### src/rtl/ifid_pipe_ctrl_if.sv
// Handshake bundle between the IF/ID sequencer and the fetch/decode/EX stages.
// slave is the sequencer side; master is the side that drives the requests.
interface ifid_pipe_ctrl_if #(
  parameter int unsigned CNT_W = 32
);
  logic             imem_busy;
  logic             hazard_id;
  logic             mispred;
  logic [31:0]      mispred_pc;
  logic             stall_out;
  logic             flush_out;
  logic             redirect_valid;
  logic [31:0]      redirect_pc;
  logic [1:0]       state_out;
  logic [CNT_W-1:0] stall_cnt;
  logic [CNT_W-1:0] flush_cnt;
  logic             hang;

  modport slave (
    input  imem_busy, hazard_id, mispred, mispred_pc,
    output stall_out, flush_out, redirect_valid, redirect_pc, state_out,
           stall_cnt, flush_cnt, hang
  );

  modport master (
    output imem_busy, hazard_id, mispred, mispred_pc,
    input  stall_out, flush_out, redirect_valid, redirect_pc, state_out,
           stall_cnt, flush_cnt, hang
  );
endinterface

### src/rtl/ifid_pipe_ctrl.sv
// IF/ID pipeline register sequencer: merges fetch-busy, load-use and mispredict
// into stall/flush, drives the PC redirect, perf counters and a stall watchdog.
module ifid_pipe_ctrl #(
  parameter int unsigned PENALTY_CYCLES = 2,
  parameter int unsigned CNT_W          = 32,
  parameter int unsigned WDOG_LIMIT     = 1024
) (
  input logic             i_clk,
  input logic             i_rst,
  ifid_pipe_ctrl_if.slave bus
);

  localparam int unsigned     RunW    = $clog2(WDOG_LIMIT + 1);
  localparam logic [3:0]      PenLoad = 4'(PENALTY_CYCLES);
  localparam logic [RunW-1:0] RunMax  = RunW'(WDOG_LIMIT);

  typedef enum logic [1:0] {
    StRun   = 2'd0,
    StStall = 2'd1,
    StFlush = 2'd2
  } state_e;

  state_e           r_state;
  logic [3:0]       r_pen;
  logic [RunW-1:0]  r_run;
  logic             r_rv;
  logic [31:0]      r_rpc;
  logic [CNT_W-1:0] r_scnt;
  logic [CNT_W-1:0] r_fcnt;
  logic             r_hang;

  logic             w_req;
  logic             w_flush;
  logic             w_stall;
  state_e           w_resume;
  logic [RunW-1:0]  w_run_nxt;

  assign w_req    = bus.imem_busy | bus.hazard_id;
  // Flush beats any stall request; both are held low for the whole reset.
  assign w_flush  = ~i_rst & (bus.mispred | (r_state == StFlush));
  assign w_stall  = ~i_rst & ~w_flush & w_req;
  assign w_resume = w_req ? StStall : StRun;

  assign w_run_nxt = !w_stall             ? '0    :
                     (r_run == RunMax)    ? r_run :
                     r_run + 1'b1;

  always_ff @(posedge i_clk or posedge i_rst) begin
    if (i_rst) begin
      r_state <= StRun;
      r_pen   <= '0;
      r_run   <= '0;
      r_rv    <= 1'b0;
      r_rpc   <= '0;
      r_scnt  <= '0;
      r_fcnt  <= '0;
      r_hang  <= 1'b0;
    end else begin
      r_rv  <= bus.mispred;
      r_run <= w_run_nxt;
      if (w_run_nxt == RunMax) r_hang <= 1'b1;
      if (w_stall && (r_scnt != '1)) r_scnt <= r_scnt + 1'b1;

      if (bus.mispred) begin
        r_rpc <= bus.mispred_pc;
        if (r_fcnt != '1) r_fcnt <= r_fcnt + 1'b1;
        if (PENALTY_CYCLES == 0) begin
          r_state <= w_resume;
        end else begin
          r_state <= StFlush;
          r_pen   <= PenLoad;
        end
      end else begin
        case (r_state)
          StFlush: begin
            r_pen <= r_pen - 4'd1;
            if (r_pen <= 4'd1) r_state <= w_resume;
          end
          StRun, StStall: r_state <= w_resume;
          default:        r_state <= StRun;
        endcase
      end
    end
  end

  assign bus.flush_out      = w_flush;
  assign bus.stall_out      = w_stall;
  assign bus.redirect_valid = r_rv;
  assign bus.redirect_pc    = r_rpc;
  assign bus.state_out      = r_state;
  assign bus.stall_cnt      = r_scnt;
  assign bus.flush_cnt      = r_fcnt;
  assign bus.hang           = r_hang;

endmodule

### src/flat_wrapper.sv
// flat-port wrapper written by rule: the top's interface ports become plain ports
module ifid_pipe_ctrl_flat 
#(
  parameter int unsigned PENALTY_CYCLES = 2,
  parameter int unsigned CNT_W          = 32,
  parameter int unsigned WDOG_LIMIT     = 1024
)
  (i_clk, i_rst, bus_imem_busy, bus_hazard_id, bus_mispred, bus_mispred_pc, bus_stall_out, bus_flush_out, bus_redirect_valid, bus_redirect_pc, bus_state_out, bus_stall_cnt, bus_flush_cnt, bus_hang);
  ifid_pipe_ctrl_if #(.CNT_W(CNT_W)) bus_i ();
  input logic i_clk;
  input logic i_rst;
  input wire logic [$bits(bus_i.imem_busy)-1:0] bus_imem_busy;
  input wire logic [$bits(bus_i.hazard_id)-1:0] bus_hazard_id;
  input wire logic [$bits(bus_i.mispred)-1:0] bus_mispred;
  input wire logic [$bits(bus_i.mispred_pc)-1:0] bus_mispred_pc;
  output wire logic [$bits(bus_i.stall_out)-1:0] bus_stall_out;
  output wire logic [$bits(bus_i.flush_out)-1:0] bus_flush_out;
  output wire logic [$bits(bus_i.redirect_valid)-1:0] bus_redirect_valid;
  output wire logic [$bits(bus_i.redirect_pc)-1:0] bus_redirect_pc;
  output wire logic [$bits(bus_i.state_out)-1:0] bus_state_out;
  output wire logic [$bits(bus_i.stall_cnt)-1:0] bus_stall_cnt;
  output wire logic [$bits(bus_i.flush_cnt)-1:0] bus_flush_cnt;
  output wire logic [$bits(bus_i.hang)-1:0] bus_hang;
  assign bus_i.imem_busy = bus_imem_busy;
  assign bus_i.hazard_id = bus_hazard_id;
  assign bus_i.mispred = bus_mispred;
  assign bus_i.mispred_pc = bus_mispred_pc;
  assign bus_stall_out = bus_i.stall_out;
  assign bus_flush_out = bus_i.flush_out;
  assign bus_redirect_valid = bus_i.redirect_valid;
  assign bus_redirect_pc = bus_i.redirect_pc;
  assign bus_state_out = bus_i.state_out;
  assign bus_stall_cnt = bus_i.stall_cnt;
  assign bus_flush_cnt = bus_i.flush_cnt;
  assign bus_hang = bus_i.hang;
  ifid_pipe_ctrl #(.PENALTY_CYCLES(PENALTY_CYCLES), .CNT_W(CNT_W), .WDOG_LIMIT(WDOG_LIMIT)) u_core (.i_clk(i_clk), .i_rst(i_rst), .bus(bus_i));
endmodule
### config.mk
export PLATFORM = sky130hd
export DESIGN_NAME = ifid_pipe_ctrl_flat
export DESIGN_NICKNAME = d
export VERILOG_FILES = /design/src/rtl/ifid_pipe_ctrl_if.sv /design/src/rtl/ifid_pipe_ctrl.sv /design/src/flat_wrapper.sv
export SDC_FILE = /design/constraint.sdc
export NUM_CORES = 1
export LEC_CHECK = 0
export BUFFER_PORTS_ARGS = -buffer_cell sky130_fd_sc_hd__buf_2
export CORE_MARGIN = 2
export CORE_UTILIZATION = 53
export DETAILED_ROUTE_END_ITERATION = 7
export PLACE_DENSITY = 0.8
export SETUP_SLACK_MARGIN = 0.15
export SKIP_LAST_GASP = 1
export SYNTH_ARGS = -nofsm -noshare
export SYNTH_HDL_FRONTEND = slang
export SYNTH_SLANG_ARGS = --single-unit
### constraint.sdc
create_clock -name i_clk -period 4.6 [get_ports i_clk]
set_clock_uncertainty 0.15 [all_clocks]
set_input_delay 0.92 -clock i_clk [delete_from_list [all_inputs] [get_ports i_clk]]
set_output_delay 0.92 -clock i_clk [all_outputs]
set_load 0.01 [all_outputs]
==> impl_metrics.toml, run 1 <==
[status]
status = "finished clean"

[hold_path]
hp-start = "u_core.bus.hang$_DFFE_PP0N_"
hold_end = "u_core.bus.hang$_DFFE_PP0N_"
holdPathStages = 2
hp-class = "reg -> reg"

[sta]
layout_setup_ws_ns = 1.346
layout_min_cycle_time_ns = 3.254
rsz0062_at_grt = "no"
slew_headroom_pct = 34.20
worstMarginPinSlew_ns = 0.9779
fin_tns_setup_ns = 0
hold_violations = 0
clock.fmax_mhz = 307.3
setup_violations = 0
fin_crit_sh_pct = 70.75
slew_violations = 0

[drt]
route.vias.total = 4203
routed_via_density = 5.538
first_iter_violations = 184
drc = 0
final_antenna_net_count = 0
wl_per_cell_um = 15.78
dr.pass1.iters = 4
drt-total-wl_um = 11980

[synth]
netlist_area_mm2 = 0.005305
yosys_warnings = 0
netlist.area_leader.share_pct = 54.25
synthTopCellsByCount = "115 x dfrtp_1, 37 x xor2_1, 34 x mux2_2"
synthFlopType = "dfrtp_1"
synthMostInstantiatedCell = "dfrtp_1"
synthArstFlopShare_pct = 100.0
synth.top_cells.by_area = "dfrtp_1 54%, mux2_2 7.2%, xor2_1 6.1%"
synth_enable_flop_cells = 0
ys_types = 51
synth_nets = 510
ys_ff_latch = 115
ys_seq_area_share_pct = 54.25
synth_cells = 467
postSynthAreaPerCell_um2 = 11.36
synth_top_area_cell = "dfrtp_1"

[power]
p_sw_w = 0.0007950
swShare_pct = 27.18
p_clk_share_pct = 43.4
internal-power_w = 0.002130
power.leakage_nw = 3.322
comb_power_share_pct = 14.6
seqPwrFrac_pct = 42.0
peakVddDrop_mv = 0.2316
powerDensity_mw_per_mm2 = 437.1

[clock_network]
clk_latency_ns = 0.50
cts.sinks = 115
clk_pin_slew_ns = 0.06
cts_buffer_depth = 2
h-tree-depth = 4
cts_buffers = 17
cts_root_buf = "clkbuf_8"
cts_resized = 0
post_cts_buffers = 0
cts_hold_buffers = 0
cts_tree = "built"

[grt]
grt_usage_pct = 23.35
antenna_found_initial = 0
grt_pass1_vias = 4367
gr-total-overflow = 0
grt_first_pass_wirelength_um = 20670
grt_max_degree = 59

[floorplanning]
die_x_um = 104.0
dieArea_mm2 = 0.01083
ios = 139
core_area_mm2 = 0.009729
die_y_um = 104.0
start_util_pct = 54.53
rows = 36

[worst_setup_path]
arrival_ns = 2.18
crit_required_ns = 3.53
r2r-end = "u_core.bus.flush_cnt[29]$_DFFE_PP0P_"
worstSetupStartpointType = "flop"
end_kind = "primary output"
r2r_start = "u_core.bus.flush_cnt[3]$_DFFE_PP0P_"
r2r_slack_ns = 1.91
worstSetupPathType = "reg -> out"
r2r_cells = 5
crit_fanout = 10

[placement]
hpwl_um = 8502
gp_congestion = 0.9099
portBuffers = 138
pre_cts_ws_ns = 1.423

[layout]
area_growth_pct = 26.11
final_nets = 656
antenna_cells = 0
drive_gt1_share_pct = 34.19

[job]
max_cap_violations = 0
## area by class of cell
| type | count | area (um2) |
|---|---|---|
| clock inverters | 9 | 102.6 |
| clock buffers | 23 | 476.7 |
| multi-input cells | 325 | 2302 |
| well taps | 133 | 166.4 |
| inverters | 13 | 51.30 |
| repair buffers | 141 | 713.2 |
| fillers | 750 | 3039 |
| flip-flops and latches | 115 | 2878 |
## placed cells by master (no fill, tap or decap), types with 5 or more instances in the layout
cell type  netlist  layout
buf_2            1     138
dfrtp_1        115     115
xor2_1          37      37
mux2_2          34      34
nor2_1          32      32
nand2_1         31      31
xnor2_1         31      31
nand3_1         30      30
nor3_1          23      23
nand4_1         19      19
clkbuf_16        0      16
nor4_1          13      13
inv_1           13      12
and3_1          11      11
ha_1             6       6
clkbuf_8         0       5
## how the worst max path moves through the flow
stage,endpoint,cells after the start,start
after floorplan,u_core.bus.flush_cnt[0]$_DFFE_PP0P_,1,i_rst
after global placement,bus_stall_out,5,i_rst
after detailed placement,bus_stall_out,5,i_rst
after CTS,bus_stall_out,4,u_core.bus.state_out[1]$_DFFE_PP0P_
after global routing,bus_stall_out,4,u_core.bus.state_out[1]$_DFFE_PP0P_
final,bus_stall_out,4,u_core.bus.state_out[1]$_DFFE_PP0P_
## registers in the layout, summed over array words and instances (netlist names)
name                       flops
u_core.bus.hang                1
u_core.bus.state_out           2
u_core.bus.stall_cnt          32
u_core.r_pen                   4
u_core.r_run                  11
u_core.bus.flush_cnt          32
u_core.bus.redirect_pc        32
u_core.bus.redirect_valid      1
## through the flow
step	hold slack, ns	instances	area, um2	utilization (%)	power (W)
finish	0.3123	759	6690	68.76	0.002924
global route	0.3629	759	6690	68.76	0.003070
CTS	0.3181	759	6690	68.76	0.002947
detailed placement	0.3045	727	6111	62.81	0.001671
global placement	0.2901	727	6111	62.81	0.001646
floorplan	0.3324	467	5305	-	0.001507
## cell families after synthesis
| logic type | count (synthesis) | share of synthesized area, % |
|---|---|---|
| AO/OA/AOI/OAI | 28 | 3.868 |
| multiplexers | 35 | 7.406 |
| AND/OR/NAND/NOR | 188 | 19.48 |
| adder cells (fa/ha/maj) | 6 | 1.415 |
| flip-flops | 115 | 54.25 |
| buffers and inverters | 27 | 2.358 |
| XOR/XNOR | 68 | 11.23 |
## power groups by stage
stage	combinational, W	sequential, W	clock (W)
global route	0.000476	0.00125	0.00135
global placement	0.000414	0.00123	0
floorplan	0.000247	0.00126	0
finish	0.000428	0.00123	0.00127
CTS	0.000435	0.00123	0.00128
detailed placement	0.000431	0.00124	0
## critical path, stage by stage (launching register included)
cell and delay, ns:
dfrtp_1 0.38, nor2b_1 0.54, or3_1 0.42, inv_1 0.16
buf_2 0.17
## per-layer routing
metal / global-route usage [%] / part of all wire, %
met2: 39.47 / 50
met4: 8.205 / 1.6
met3: 7.143 / 6.4
met1: 28.42 / 42
met5: 0 / 0
(Power assumes the default switching activity.)
==> run 2, diff against run 1 <==
Settings changed: ABC_AREA set to 1, CORE_UTILIZATION 53 to 49, PLACE_DENSITY 0.8 to 0.76.
Clock period 4.6 ns to 2.9 ns, I/O delays scaled along.
==> run 2 against run 1 <==
Synthesized area increased by 16%. Via count increased by 34%. Critical path depth increased by 2.
==> impl_metrics.toml, run 2 <==
[sta]
clock.fmax_mhz = 401.6
worstMarginPinSlew_ns = 0.4452
hold_violations = 0
setup_violations = 0
rsz0062_at_grt = "no"
fin_tns_setup_ns = 0
slew_violations = 0
slew_headroom_pct = 69.93
fin_crit_sh_pct = 85.86
layout_setup_ws_ns = 0.4100
layout_min_cycle_time_ns = 2.490

[synth]
synth_enable_flop_cells = 0
ys_ff_latch = 115
ys_seq_area_share_pct = 46.81
postSynthAreaPerCell_um2 = 7.390
synth_nets = 875
ys_types = 32
yosys_warnings = 0
netlist_area_mm2 = 0.006148
synthMostInstantiatedCell = "nand2_1"
synthTopCellsByCount = "360 x nand2_1, 115 x dfrtp_1, 97 x nor2_1"
synthFlopType = "dfrtp_1"
synth.top_cells.by_area = "dfrtp_1 47%, nand2_1 22%, xor2_1 6.6%"
synth_cells = 832
synthArstFlopShare_pct = 100.0
synth_top_area_cell = "dfrtp_1"
netlist.area_leader.share_pct = 46.81

[floorplanning]
dieArea_mm2 = 0.01346
rows = 40
start_util_pct = 50.76
ios = 139
die_y_um = 116.0
die_x_um = 116.0
core_area_mm2 = 0.01211

[hold_path]
hp-class = "in -> async"

[power]
peakVddDrop_mv = 0.4105
powerDensity_mw_per_mm2 = 609.6
power.leakage_nw = 4.140

[job]
max_cap_violations = 0

[grt]
grt_max_degree = 59
grt_usage_pct = 24.18
gr-total-overflow = 0
grt_pass1_vias = 5359
antenna_found_initial = 0
grt_first_pass_wirelength_um = 25230

[drt]
drt-total-wl_um = 14790
first_iter_violations = 397
wl_per_cell_um = 12.79
route.vias.total = 5620
routed_via_density = 4.862
drc = 0
dr.pass1.iters = 5
final_antenna_net_count = 0

[clock_network]
h-tree-depth = 4
cts_buffer_depth = 2
post_cts_buffers = 0
cts_hold_buffers = 0
cts_buffers = 17
cts_resized = 0
cts_tree = "built"
clk_latency_ns = 0.42
clk_pin_slew_ns = 0.05
cts.sinks = 115
cts_root_buf = "clkbuf_16"

[status]
status = "finished clean"

[worst_setup_path]
path_cells = "inv_1 -> nand2_1 -> nand2_2 -> nor3_4 -> buf_4 -> buf_2"
path_delay_family = "simple AND/OR/NAND/NOR gates"
path_depth = 6
r2r_cells = 10
r2r-end = "u_core.bus.flush_cnt[2]$_DFFE_PP0P_"
worstSetupStartpointType = "flop"
worstSetupPathType = "reg -> out"
crit_required_ns = 2.17
slowest_delay_ns = 0.40
r2r_start = "u_core.bus.flush_cnt[0]$_DFFE_PP0P_"
r2r_slack_ns = 0.56
slowest_stage = "dfrtp_1"
critPathLaunch = "u_core.bus.state_out[0]$_DFFE_PP0P_"
cp-endpoint = "bus_stall_out"
path_buf_inv = 3
arrival_ns = 1.76
crit_fanout = 12
end_kind = "primary output"

[placement]
pre_cts_ws_ns = 0.6227
portBuffers = 138
gp_congestion = 0.9030
hpwl_um = 10790

[layout]
drive_gt1_share_pct = 19.03
final_cell_mix = "360 x nand2_1, 138 x buf_2, 115 x dfrtp_1"
fill_cells = 1136
antenna_cells = 0
final_nets = 1020
layout_commonest_cell = "nand2_1"
final_core_util_pct = 62.23
area_growth_pct = 22.59
## run 2: cell types whose count changed after synthesis, sizes merged, moves of 13 or more
cell / change
nor2: +68
nand2: +332
mux2: -34
inv: +62
nor4: -13
xnor2: -22
## run 2: cell type report
| type | instances | area [um2] | area share, % |
|---|---|---|---|
| inverter | 75 | 285.3 | 3.785 |
| multi-input combinational | 623 | 2885 | 38.28 |
| clock inverter | 5 | 27.53 | 0.3652 |
| tap | 168 | 210.2 | 2.789 |
| clock buffer | 25 | 495.5 | 6.574 |
| timing repair buffer | 145 | 755.7 | 10.03 |
| sequential | 115 | 2878 | 38.18 |
## run 2: cells by family after synthesis
group,count (synthesis),share of synthesized area (%)
flip-flops,115,46.81
AO/OA/AOI/OAI,19,1.689
buffers and inverters,94,6.268
AND/OR/NAND/NOR,543,36.18
XOR/XNOR,55,7.835
adder cells (fa/ha/maj),6,1.221
## run 2: per-stage QoR
step	hold WS (ns)	cells	power, W	instance area (um2)
global route	0.02831	1156	0.004869	7537
finish	0.01317	1156	0.004595	7537
floorplan	0.2845	832	0.002447	6152
detailed placement	0.2968	1126	0.002764	7014
global placement	0.2917	1126	0.002748	7014
CTS	0.008449	1156	0.004640	7537
## run 2: routing by layer
| layer | GRT usage (%) | share of wire [%] | vias to the layer above |
|---|---|---|---|
| met5 | 0 | 0 | - |
| met4 | 8.492 | 1.7 | 0 |
| met3 | 8.944 | 8.0 | 23 |
| met2 | 35.91 | 43 | 192 |
| met1 | 32.73 | 47 | 2551 |
| li1 | - | - | 2854 |
## run 2: where the power goes
group	internal, W	switching, W
clock	0.00116	0.000694
sequential	0.00178	0.000193
combinational	0.000289	0.000473
## run 2: worst min path at each step
stage,start,to,cells after the start
5_1_grt,i_rst,u_core.r_run[0]$_DFF_PP0_,2
3_5_place_dp,u_core.bus.hang$_DFFE_PP0N_,u_core.bus.hang$_DFFE_PP0N_,2
6_report,i_rst,u_core.r_run[0]$_DFF_PP0_,2
4_1_cts,i_rst,u_core.r_run[0]$_DFF_PP0_,2
2_1_floorplan,u_core.r_pen[3]$_DFFE_PP0P_,u_core.r_pen[3]$_DFFE_PP0P_,1
3_3_place_gp,u_core.bus.hang$_DFFE_PP0N_,u_core.bus.hang$_DFFE_PP0N_,2
